--- config.mk ---
export PLATFORM = sky130hd
export DESIGN_NAME = seg7_scan_driver_flat
export DESIGN_NICKNAME = d
export VERILOG_FILES = /design/src/rtl/seg7_scan_driver_if.sv /design/src/rtl/seg7_scan_driver.sv /design/src/flat_wrapper.sv
export SDC_FILE = /design/constraint.sdc
export NUM_CORES = 1
export LEC_CHECK = 0
export ABC_AREA = 1
export CORE_MARGIN = 3
export CORE_UTILIZATION = 25
export CTS_BUF_LIST = sky130_fd_sc_hd__clkbuf_4 sky130_fd_sc_hd__clkbuf_8
export CTS_CLUSTER_SIZE = 30
export DETAILED_ROUTE_END_ITERATION = 8
export GPL_ROUTABILITY_DRIVEN = 1
export PLACE_DENSITY = 0.46
export REMOVE_ABC_BUFFERS = 1
export SYNTH_ARGS = -nofsm -noshare
export SYNTH_HDL_FRONTEND = slang
export SYNTH_SLANG_ARGS = --single-unit
export TNS_END_PERCENT = 1
--- constraint.sdc ---
create_clock -name clk -period 4.5 [get_ports clk]
set_clock_uncertainty 0.05 [all_clocks]
set_input_delay 0.9 -clock clk [delete_from_list [all_inputs] [get_ports clk]]
set_output_delay 0.9 -clock clk [all_outputs]
set_load 0.01 [all_outputs]
--- src/rtl/seg7_scan_driver_if.sv ---
// Load bus and display pins of the multi-digit 7-segment scan driver.
// The datapath side (master) supplies the value set; the driver (slave) owns seg/anode.
interface seg7_scan_driver_if #(
  parameter int NUM_DIGITS = 2
);
  logic [4*NUM_DIGITS-1:0] digits;
  logic [NUM_DIGITS-1:0]   blank;
  logic                    lz_suppress;
  logic                    load;
  logic [6:0]              seg;
  logic [NUM_DIGITS-1:0]   anode;
  logic                    dbg_state;

  // load is a single-cycle strobe with no back-pressure: the value set on
  // digits/blank/lz_suppress is taken on every rising edge where load=1.
  // dbg_state reports the scan FSM: 0 = dead-time gap, 1 = digit driven.
  modport master (
    output digits, blank, lz_suppress, load,
    input  seg, anode, dbg_state
  );

  modport slave (
    input  digits, blank, lz_suppress, load,
    output seg, anode, dbg_state
  );
endinterface

--- src/rtl/seg7_scan_driver.sv ---
// Time-multiplexed common-anode 7-segment scanner with frame-boundary double
// buffering, per-slot dead time, per-digit blanking and leading-zero blanking.
module seg7_scan_driver #(
  parameter int NUM_DIGITS       = 2,
  parameter int REFRESH_DIV      = 24000,
  parameter int DEAD_CYCLES      = 240,
  parameter int ANODE_ACTIVE_LOW = 1
) (
  input  logic               clk,
  input  logic               reset,
  seg7_scan_driver_if.slave  bus
);
  localparam int IDX_W = (NUM_DIGITS > 1) ? $clog2(NUM_DIGITS) : 1;
  localparam int CNT_W = (REFRESH_DIV > 1) ? $clog2(REFRESH_DIV) : 1;
  localparam logic [CNT_W-1:0] CNT_MAX  = CNT_W'(REFRESH_DIV - 1);
  localparam logic [CNT_W-1:0] DEAD_END = CNT_W'(DEAD_CYCLES);
  localparam logic [IDX_W-1:0] IDX_MAX  = IDX_W'(NUM_DIGITS - 1);
  localparam logic [NUM_DIGITS-1:0] ANODE_OFF = (ANODE_ACTIVE_LOW != 0) ? '1 : '0;

  typedef enum logic {S_DEAD = 1'b0, S_ON = 1'b1} state_t;

  typedef struct packed {
    logic [4*NUM_DIGITS-1:0] digits;
    logic [NUM_DIGITS-1:0]   blank;
    logic                    lz;
  } set_t;

  state_t                r_state, w_state_nxt;
  logic [CNT_W-1:0]      r_cnt, w_cnt_nxt;
  logic [IDX_W-1:0]      r_idx, w_idx_nxt;
  set_t                  r_shadow, r_active, w_active_nxt, w_load_set;
  logic                  r_pending, w_pending_nxt;
  logic [6:0]            r_seg, w_seg_nxt;
  logic [NUM_DIGITS-1:0] r_anode, w_anode_nxt, w_onehot;
  logic                  w_wrap, w_boundary;
  logic [3:0]            w_nib;
  logic                  w_forced, w_suppress, w_zero_acc;

  function automatic logic [6:0] font(input logic [3:0] n);
    case (n)
      4'h0: font = 7'b1000000;
      4'h1: font = 7'b1111001;
      4'h2: font = 7'b0100100;
      4'h3: font = 7'b0110000;
      4'h4: font = 7'b0011001;
      4'h5: font = 7'b0010010;
      4'h6: font = 7'b0000010;
      4'h7: font = 7'b1111000;
      4'h8: font = 7'b0000000;
      4'h9: font = 7'b0010000;
      4'hA: font = 7'b0100000;
      4'hB: font = 7'b0000011;
      4'hC: font = 7'b1000110;
      4'hD: font = 7'b0100001;
      4'hE: font = 7'b0000100;
      default: font = 7'b0001110;
    endcase
  endfunction

  // Position of the cycle that the coming edge enters.
  always_comb begin
    w_wrap     = (r_cnt == CNT_MAX);
    w_cnt_nxt  = w_wrap ? '0 : r_cnt + 1'b1;
    w_idx_nxt  = r_idx;
    if (w_wrap) begin
      w_idx_nxt = (r_idx == IDX_MAX) ? '0 : r_idx + 1'b1;
    end
    w_boundary = w_wrap && (r_idx == IDX_MAX);
  end

  // A load coinciding with the frame boundary bypasses the shadow register.
  always_comb begin
    w_load_set    = {bus.digits, bus.blank, bus.lz_suppress};
    w_active_nxt  = r_active;
    w_pending_nxt = r_pending;
    if (w_boundary) begin
      w_pending_nxt = 1'b0;
      if (bus.load) begin
        w_active_nxt = w_load_set;
      end else if (r_pending) begin
        w_active_nxt = r_shadow;
      end
    end else if (bus.load) begin
      w_pending_nxt = 1'b1;
    end
  end

  always_ff @(posedge clk or posedge reset) begin
    if (reset) begin
      r_state <= S_DEAD;
    end else begin
      r_state <= w_state_nxt;
    end
  end

  always_comb begin
    w_state_nxt = S_ON;
    if ((DEAD_CYCLES > 0) && (w_cnt_nxt < DEAD_END)) begin
      w_state_nxt = S_DEAD;
    end
  end

  // Resolve the digit entering display; scanning from the top digit down
  // accumulates whether every nibble from i upward is zero.
  always_comb begin
    w_zero_acc  = 1'b1;
    w_nib       = 4'd0;
    w_forced    = 1'b0;
    w_suppress  = 1'b0;
    for (int i = NUM_DIGITS - 1; i >= 0; i--) begin
      w_zero_acc = w_zero_acc & (w_active_nxt.digits[4*i +: 4] == 4'd0);
      if (w_idx_nxt == IDX_W'(i)) begin
        w_nib      = w_active_nxt.digits[4*i +: 4];
        w_forced   = w_active_nxt.blank[i];
        w_suppress = w_active_nxt.lz && w_zero_acc && (i != 0);
      end
    end
    w_onehot    = NUM_DIGITS'(1) << w_idx_nxt;
    w_seg_nxt   = 7'b1111111;
    w_anode_nxt = ANODE_OFF;
    if (w_state_nxt == S_ON) begin
      w_anode_nxt = (ANODE_ACTIVE_LOW != 0) ? ~w_onehot : w_onehot;
      w_seg_nxt   = (w_forced || w_suppress) ? 7'b1111111 : font(w_nib);
    end
  end

  always_ff @(posedge clk or posedge reset) begin
    if (reset) begin
      r_cnt     <= '0;
      r_idx     <= '0;
      r_shadow  <= '0;
      r_active  <= '0;
      r_pending <= 1'b0;
      r_seg     <= 7'b1111111;
      r_anode   <= ANODE_OFF;
    end else begin
      r_cnt     <= w_cnt_nxt;
      r_idx     <= w_idx_nxt;
      r_active  <= w_active_nxt;
      r_pending <= w_pending_nxt;
      r_seg     <= w_seg_nxt;
      r_anode   <= w_anode_nxt;
      if (bus.load) begin
        r_shadow <= w_load_set;
      end
    end
  end

  assign bus.seg       = r_seg;
  assign bus.anode     = r_anode;
  assign bus.dbg_state = r_state;
endmodule

--- src/flat_wrapper.sv ---
// flat-port wrapper written by rule: the top's interface ports become plain ports
module seg7_scan_driver_flat 
#(
  parameter int NUM_DIGITS       = 2,
  parameter int REFRESH_DIV      = 24000,
  parameter int DEAD_CYCLES      = 240,
  parameter int ANODE_ACTIVE_LOW = 1
)
  (clk, reset, bus_digits, bus_blank, bus_lz_suppress, bus_load, bus_seg, bus_anode, bus_dbg_state);
  seg7_scan_driver_if #(.NUM_DIGITS(NUM_DIGITS)) bus_i ();
  input  logic clk;
  input  logic reset;
  input wire logic [$bits(bus_i.digits)-1:0] bus_digits;
  input wire logic [$bits(bus_i.blank)-1:0] bus_blank;
  input wire logic [$bits(bus_i.lz_suppress)-1:0] bus_lz_suppress;
  input wire logic [$bits(bus_i.load)-1:0] bus_load;
  output wire logic [$bits(bus_i.seg)-1:0] bus_seg;
  output wire logic [$bits(bus_i.anode)-1:0] bus_anode;
  output wire logic [$bits(bus_i.dbg_state)-1:0] bus_dbg_state;
  assign bus_i.digits = bus_digits;
  assign bus_i.blank = bus_blank;
  assign bus_i.lz_suppress = bus_lz_suppress;
  assign bus_i.load = bus_load;
  assign bus_seg = bus_i.seg;
  assign bus_anode = bus_i.anode;
  assign bus_dbg_state = bus_i.dbg_state;
  seg7_scan_driver #(.NUM_DIGITS(NUM_DIGITS), .REFRESH_DIV(REFRESH_DIV), .DEAD_CYCLES(DEAD_CYCLES), .ANODE_ACTIVE_LOW(ANODE_ACTIVE_LOW)) u_core (.clk(clk), .reset(reset), .bus(bus_i));
endmodule
==> results.md, run 1 <==
* I/O pins at 24
* Most common cell after layout, fill and taps aside: nand2_1
* Chip height at 110 µm
* Initial Utilization at 0.259
* Post-synth top area share at 0.371
* Slew at the pin closest to its max-slew limit at 0.792 ns
* Core area at 10400 µm²
* Switching Power at 0.205 mW
* Critical path's slowest cell: dfrtp_1
* Max IR drop VDD at 189 µV
* Required @ worst endpoint at 4.69 ns
* Pre-CTS worst setup slack at 0.983 ns
* Fmax at 0.293 GHz
* Int Power at 0.647 mW
* Ant diodes at 0
* Initial drt markers at 70
* Power density cells at 266 nW/µm²
* Worst-path cell chain: ha_1 -> nand4_1 -> nor2_1 -> inv_1 -> nor4_1 -> ha_1 -> o21ai_1 -> nand2_1 -> nand3_1 -> nand2_1 -> inv_1 -> ha_1 -> nand3_1 -> nand3_1 -> a21oi_1 -> nand2_1
* Clk buf depth at 2
* Worst Reg2Reg Path Length in Cells at 16
* GRT overflow at 0
* Commonest cells after routing, fill and taps aside: nand2_1 (121), inv_1 (47), dfrtp_1 (40)
* Post-CTS Setup Bufs at 0
* Flop pwr share at 0.535
* Synth Register Bits at 49
* Worst Setup SP: u_core.r_cnt[0]
* R2R Path End: u_core.bus.seg[6]
* Largest stage delay, worst path at 0.44 ns
* Tightest Hold Check Type: reg2reg
* Largest net degree at the start of global routing at 29
* Clock Latency Late Sink at 0.30 ns
* Vias in the first global route at 2209
* Mean post-synth cell area at 7.81 µm²
* Wirelength per Cell at 11.7 µm
* Routability cong. at 0.916
* Net Sw Frac at 0.241
* Status: completed
* Fillers at 1118
* Port buffer count at 23
* Root Driver: clkbuf_8
* Die Width at 110 µm
* Last element of the critical path: u_core.bus.seg[6]
* Reg2reg setup slack at 1.09 ns
* Crit path max fanout at 11
* Clk pwr share at 0.381
* Cts repair resizes at 0
* CTS buffer count at 5
* Final Critical Period at 3.41 ns
* WP data arrival at 3.60 ns
* Crit path capture type: flop
* Leakage at 1.65 nW
* Clock net sink count at 49
* Final slew viol count at 0
* Layout cells sized above 1 at 0.144
* Mapped cell area at 2700 µm²
* Tot GR Track Use at 0.107
* Combinational Power Share at 0.084
* Seq/Total Area, Yosys at 0.458
* Synthesized instance count at 346
* Kind of critical path: reg2reg
* Min setup slack post-route at 1.09 ns
* Post-DP HPWL at 4560 µm
* Final hold viol count at 0
* Routed Antenna Nets at 0
* Core Rows at 37
* Largest cells by area after synthesis: dfrtp_1 (37%), nand2_1 (17%), dfstp_2 (8.8%)
* Vias per std cell at 4.28
* Number of H-tree levels at 2
* CTS tree: built
* Vias at 2190
* Setup TNS at 0 ns
* Synth warn at 0
* DRT Pass-1 Iters at 4
* Final net count at 397
* Max-cap violations at 0
* Crit share post-route at 0.758
* Synth-to-Final Area Change at 18.5%
* Die ar. at 12100 µm²
* Hold buffers post-CTS at 0
* Clk slew on worst S/H paths at 0.10 ns
* DRC Markers at 0
* First-pass GRT wire length at 10100 µm
* Core Util, Final at 0.307
* Finish-stage setup viols at 0
* RSZ-0062 raised after global routing: no
* Drt total wl at 5980 µm
* RR Startpoint: u_core.r_cnt[0]
* Relative slew slack at 0.469
* Count of cell types in the netlist at 28
* CP Launch Type: flop
* Area leader, netlist: dfrtp_1
* Initial antenna violation count at 0
==> final cells by class <==
type                       count  area, µm²  area share
inverter                      53        199      0.0621
tap                          136        170      0.0531
timing repair buffer          25        245      0.0766
multi-input combinational    241       1230       0.386
clock buffer                   5       68.8      0.0215
clock inverter                 3       46.3      0.0145
sequential                    49       1240       0.386
==> flip-flops by register name, indices dropped and copies added, names as in the netlist <==
| register | flops |
|---|---|
| u_core.r_idx | 1 |
| u_core.r_pending | 1 |
| u_core.r_shadow | 11 |
| u_core.r_active | 11 |
| u_core.bus.seg | 7 |
| u_core.r_cnt | 15 |
| u_core.bus.dbg_state | 1 |
| u_core.bus.anode | 2 |
==> worst max-delay path, delay by kind of cell (launching register included) <==
| kind | cells | cell delay, ns |
|---|---|---|
| AOI/OAI and AO/OA | 2 | 0.45 |
| adders and majority gates | 3 | 0.78 |
| buffers and inverters | 2 | 0.22 |
| DFF | 1 | 0.44 |
| and+or+nand+nor | 9 | 1.40 |
==> cells by family (layout without fill, tap and decap cells) <==
family / after synthesis / count (layout) / synth area share
compound gates: 11 / 11 / 0.0259
xor+xnor: 2 / 2 / 0.00649
simple gates: 220 / 220 / 0.388
buf+inv: 56 / 86 / 0.0848
fa+ha+maj: 8 / 8 / 0.0371
flops: 49 / 49 / 0.458
==> metal layers <==
layer  GRT usage  share of wire
met5           0              0
met4      0.0356          0.021
met3      0.0194          0.029
met2       0.191           0.50
met1       0.128           0.45
==> cell usage after synthesis <==
cell type / instances
nand2_1: 121
inv_1: 48
dfrtp_1: 40
nand3_1: 31
nor2_1: 26
dfstp_2: 9
ha_1: 8
nand4_1: 8
nand2_2: 7
nor2_2: 7
a21oi_1: 5
inv_2: 5
nand2_4: 5
nor3_1: 5
nand3_2: 3
buf_6: 2
nand3_4: 2
o21ai_0: 2
o21ai_1: 2
xor2_1: 2
a21oi_2: 1
buf_4: 1
nand3b_1: 1
nor2_8: 1
nor3_2: 1
nor4_1: 1
nor4_2: 1
o21ai_4: 1
==> power groups by stage <==
stage          clock network [mW]  registers [mW]  logic, mW
2_1_floorplan                   0           0.463     0.0463
3_3_place_gp                    0           0.464     0.0730
3_5_place_dp                    0           0.464     0.0735
4_1_cts                     0.341           0.456     0.0738
5_1_grt                     0.357           0.457     0.0831
6_report                    0.324           0.456     0.0717
==> metrics by stage <==
step | power [mW] | hold WS, ns | area (µm²) | cells
3_5_place_dp | 0.538 | 0.407 | 3090 | 504
3_3_place_gp | 0.537 | 0.404 | 3090 | 504
4_1_cts | 0.871 | 0.439 | 3200 | 512
5_1_grt | 0.898 | 0.462 | 3200 | 512
2_1_floorplan | 0.510 | 0.387 | 2670 | 343
6_report | 0.852 | 0.429 | 3200 | 512
==> how the worst min path moves through the flow <==
stage	start	to	slack (ns)	cells past startpoint
floorplan	u_core.r_shadow[6]	u_core.r_shadow[6]	0.39	2
CTS	u_core.r_shadow[6]	u_core.r_shadow[6]	0.44	2
global route	u_core.r_shadow[5]	u_core.r_shadow[5]	0.46	2
global placement	u_core.r_shadow[6]	u_core.r_shadow[6]	0.40	2
detailed placement	u_core.r_shadow[3]	u_core.r_shadow[3]	0.41	2
finish	u_core.r_shadow[6]	u_core.r_shadow[6]	0.43	2
Note: power is estimated with default switching activity, not from simulation.
==> run 2: changes to the inputs <==
Clock period 4.5 ns to 3.25 ns, I/O delays scaled along.
==> results.md, run 2 (same netlist as run 1, synthesis figures left out) <==
* Tot GR Track Use at 0.109 (was 0.107)
* Crit share post-route at 0.895 (was 0.758)
* Top sig layer: met4 (unchanged)
* Core Rows at 37 (unchanged)
* Max-cap violations at 0 (unchanged)
* Final net count at 403 (was 397)
* Power density cells at 348 nW/µm² (was 266 nW/µm²)
* Synth-to-Final Area Change at 20.2% (was 18.5%)
* Int Power at 0.827 mW (was 0.647 mW)
* Pre-CTS worst setup slack at 0.104 ns (was 0.983 ns)
* Met2 routed WL at 2840 µm (was 2980 µm)
* Fin Hold WS at 0.431 ns (was 0.429 ns)
* Post-DP HPWL at 4500 µm (was 4560 µm)
* Final hold viol count at 0 (unchanged)
* Largest register FFs at 15 (unchanged)
* GRT overflow at 0 (unchanged)
* Setup TNS at 0 ns (unchanged)
* Max IR drop VDD at 162 µV (was 189 µV)
* Number of H-tree levels at 2 (unchanged)
* Crit path max fanout at 10 (was 11)
* Clock Latency Late Sink at 0.31 ns (was 0.30 ns)
* Die Width at 110 µm (unchanged)
* Kind of critical path: reg2reg (unchanged)
* RSZ-0062 raised after global routing: no (unchanged)
* CP Launch Type: flop (unchanged)
* Largest net degree at the start of global routing at 27 (was 29)
* Initial antenna violation count at 0 (unchanged)
* Clk slew on worst S/H paths at 0.11 ns (was 0.10 ns)
* Routability cong. at 0.819 (was 0.916)
* Slew at the pin closest to its max-slew limit at 0.573 ns (was 0.792 ns)
* Final Critical Period at 2.91 ns (was 3.41 ns)
* Most common cell after layout, fill and taps aside: nand2_1 (unchanged)
* Flop pwr share at 0.558 (was 0.535)
* Initial drt markers at 73 (was 70)
* DRC Markers at 0 (unchanged)
* Switching Power at 0.303 mW (was 0.205 mW)
* Tightest Hold Check Type: reg2reg (unchanged)
* Required @ worst endpoint at 3.45 ns (was 4.69 ns)
* Clock net sink count at 49 (unchanged)
* DRT Pass-1 Iters at 4 (unchanged)
* Combinational Power Share at 0.089 (was 0.084)
* Finish-stage setup viols at 0 (unchanged)
* Root Driver: clkbuf_8 (unchanged)
* WP data arrival at 3.11 ns (was 3.60 ns)
* Min setup slack post-route at 0.341 ns (was 1.09 ns)
* Biggest regs: u_core.r_cnt (15), u_core.r_active (11), u_core.r_shadow (11) (unchanged)
* Met1 wire length at 2780 µm (was 2690 µm)
* Net Sw Frac at 0.268 (was 0.241)
* Met3 WL post-DR at 168 µm (was 175 µm)
* Die ar. at 12100 µm² (unchanged)
* I/O pins at 24 (unchanged)
* Clk buf depth at 2 (unchanged)
* Routed Antenna Nets at 0 (unchanged)
* Final slew viol count at 0 (unchanged)
* Drt total wl at 5900 µm (was 5980 µm)
* Worst hold path cell count at 2 (unchanged)
* Clk pwr share at 0.353 (was 0.381)
* Crit path capture type: flop (unchanged)
* Vias per std cell at 4.25 (was 4.28)
* Status: completed (unchanged)
* First-pass GRT wire length at 10300 µm (was 10100 µm)
* Chip height at 110 µm (unchanged)
* Tot Pwr at 1.13 mW (was 0.852 mW)
* Core area at 10400 µm² (unchanged)
* Ant diodes at 0 (unchanged)
* Fillers at 1135 (was 1118)
* Commonest cells after routing, fill and taps aside: nand2_1 (119), inv_1 (47), dfrtp_1 (40) (was nand2_1 (121), inv_1 (47), dfrtp_1 (40))
* Port buffer count at 23 (unchanged)
* Initial Utilization at 0.259 (unchanged)
* Leakage at 1.67 nW (was 1.65 nW)
* Layout cells sized above 1 at 0.173 (was 0.144)
* Worst Reg2Reg Path Length in Cells at 18 (was 16)
* Largest reg by FF count: u_core.r_cnt (unchanged)
* Relative slew slack at 0.618 (was 0.469)
* Wirelength per Cell at 11.4 µm (was 11.7 µm)
* CTS tree: built (unchanged)
* CTS buffer count at 5 (unchanged)
* Vias in the first global route at 2283 (was 2209)
* Fmax at 0.344 GHz (was 0.293 GHz)
* Vias at 2199 (was 2190)
* Core Util, Final at 0.312 (was 0.307)
==> run 2: changes by cell type in the layout (fill, tap and decap cells not counted), moves of 2 or more <==
cell | previous run | this run
nand2_2 | 7 | 9
buf_4 | 2 | 8
nand2_1 | 121 | 119
ha_2 | 0 | 2
ha_1 | 8 | 6
==> run 2: final timing paths <==
path	slack (ns)	end	start
worst max-delay path	0.34	u_core.bus.seg[6]	u_core.r_cnt[1]
worst min-delay path	0.43	u_core.r_shadow[9]	u_core.r_shadow[9]
worst max register to register	0.34	u_core.bus.seg[6]	u_core.r_cnt[1]
worst min register to register	0.43	u_core.r_shadow[9]	u_core.r_shadow[9]
max in group asynchronous	1.82	u_core.bus.seg[4]	reset
min in group asynchronous	0.66	u_core.r_cnt[2]	reset
==> run 2: what timing repair did <==
action	CTS	global route
buffers inserted	0	1
setup endpoints to repair	0	7
hold buffers	0	0
gates resized for setup	0	6
==> run 2: final cells by class <==
cell class / instances / area (µm²) / area share
clock buffers: 5 / 68.8 / 0.0212
well taps: 136 / 170 / 0.0524
flip-flops and latches: 49 / 1240 / 0.381
clock inverters: 3 / 28.8 / 0.00886
repair buffers: 31 / 290 / 0.0894
inverters: 53 / 199 / 0.0612
multi-input cells: 241 / 1250 / 0.386
==> run 2: routing by layer <==
metal  up-vias  global-route usage
met4         0              0.0329
li1       1136                   -
met5         -                   0
met3        12              0.0217
met1      1021               0.138
met2        30               0.185
==> run 2: through the flow <==
stage	std cells	cell area (µm²)
floorplan	343	2670
global placement	509	3120
detailed placement	509	3120
CTS	517	3220
global route	518	3250
finish	518	3250
==> run 2: power groups by stage <==
stage	logic [mW]	registers, mW	clock network (mW)
3_3_place_gp	0.103	0.643	0
5_1_grt	0.117	0.633	0.446
2_1_floorplan	0.0641	0.642	0
3_5_place_dp	0.103	0.642	0
4_1_cts	0.104	0.631	0.422
6_report	0.100	0.631	0.399
==> run 2: critical path, stage by stage (launching register included) <==
cell,delay [ns]
dfrtp_1,0.39
ha_2,0.23
nand4_1,0.13
nor2_2,0.13
inv_1,0.09
nor4_2,0.17
ha_2,0.25
inv_1,0.10
nor2_8,0.20
nand2_1,0.07
nand2_1,0.11
nand2_1,0.07
nand2_2,0.11
inv_1,0.09
ha_1,0.21
nand3_1,0.13
nand3_1,0.09
a21oi_1,0.14
nand2_1,0.07
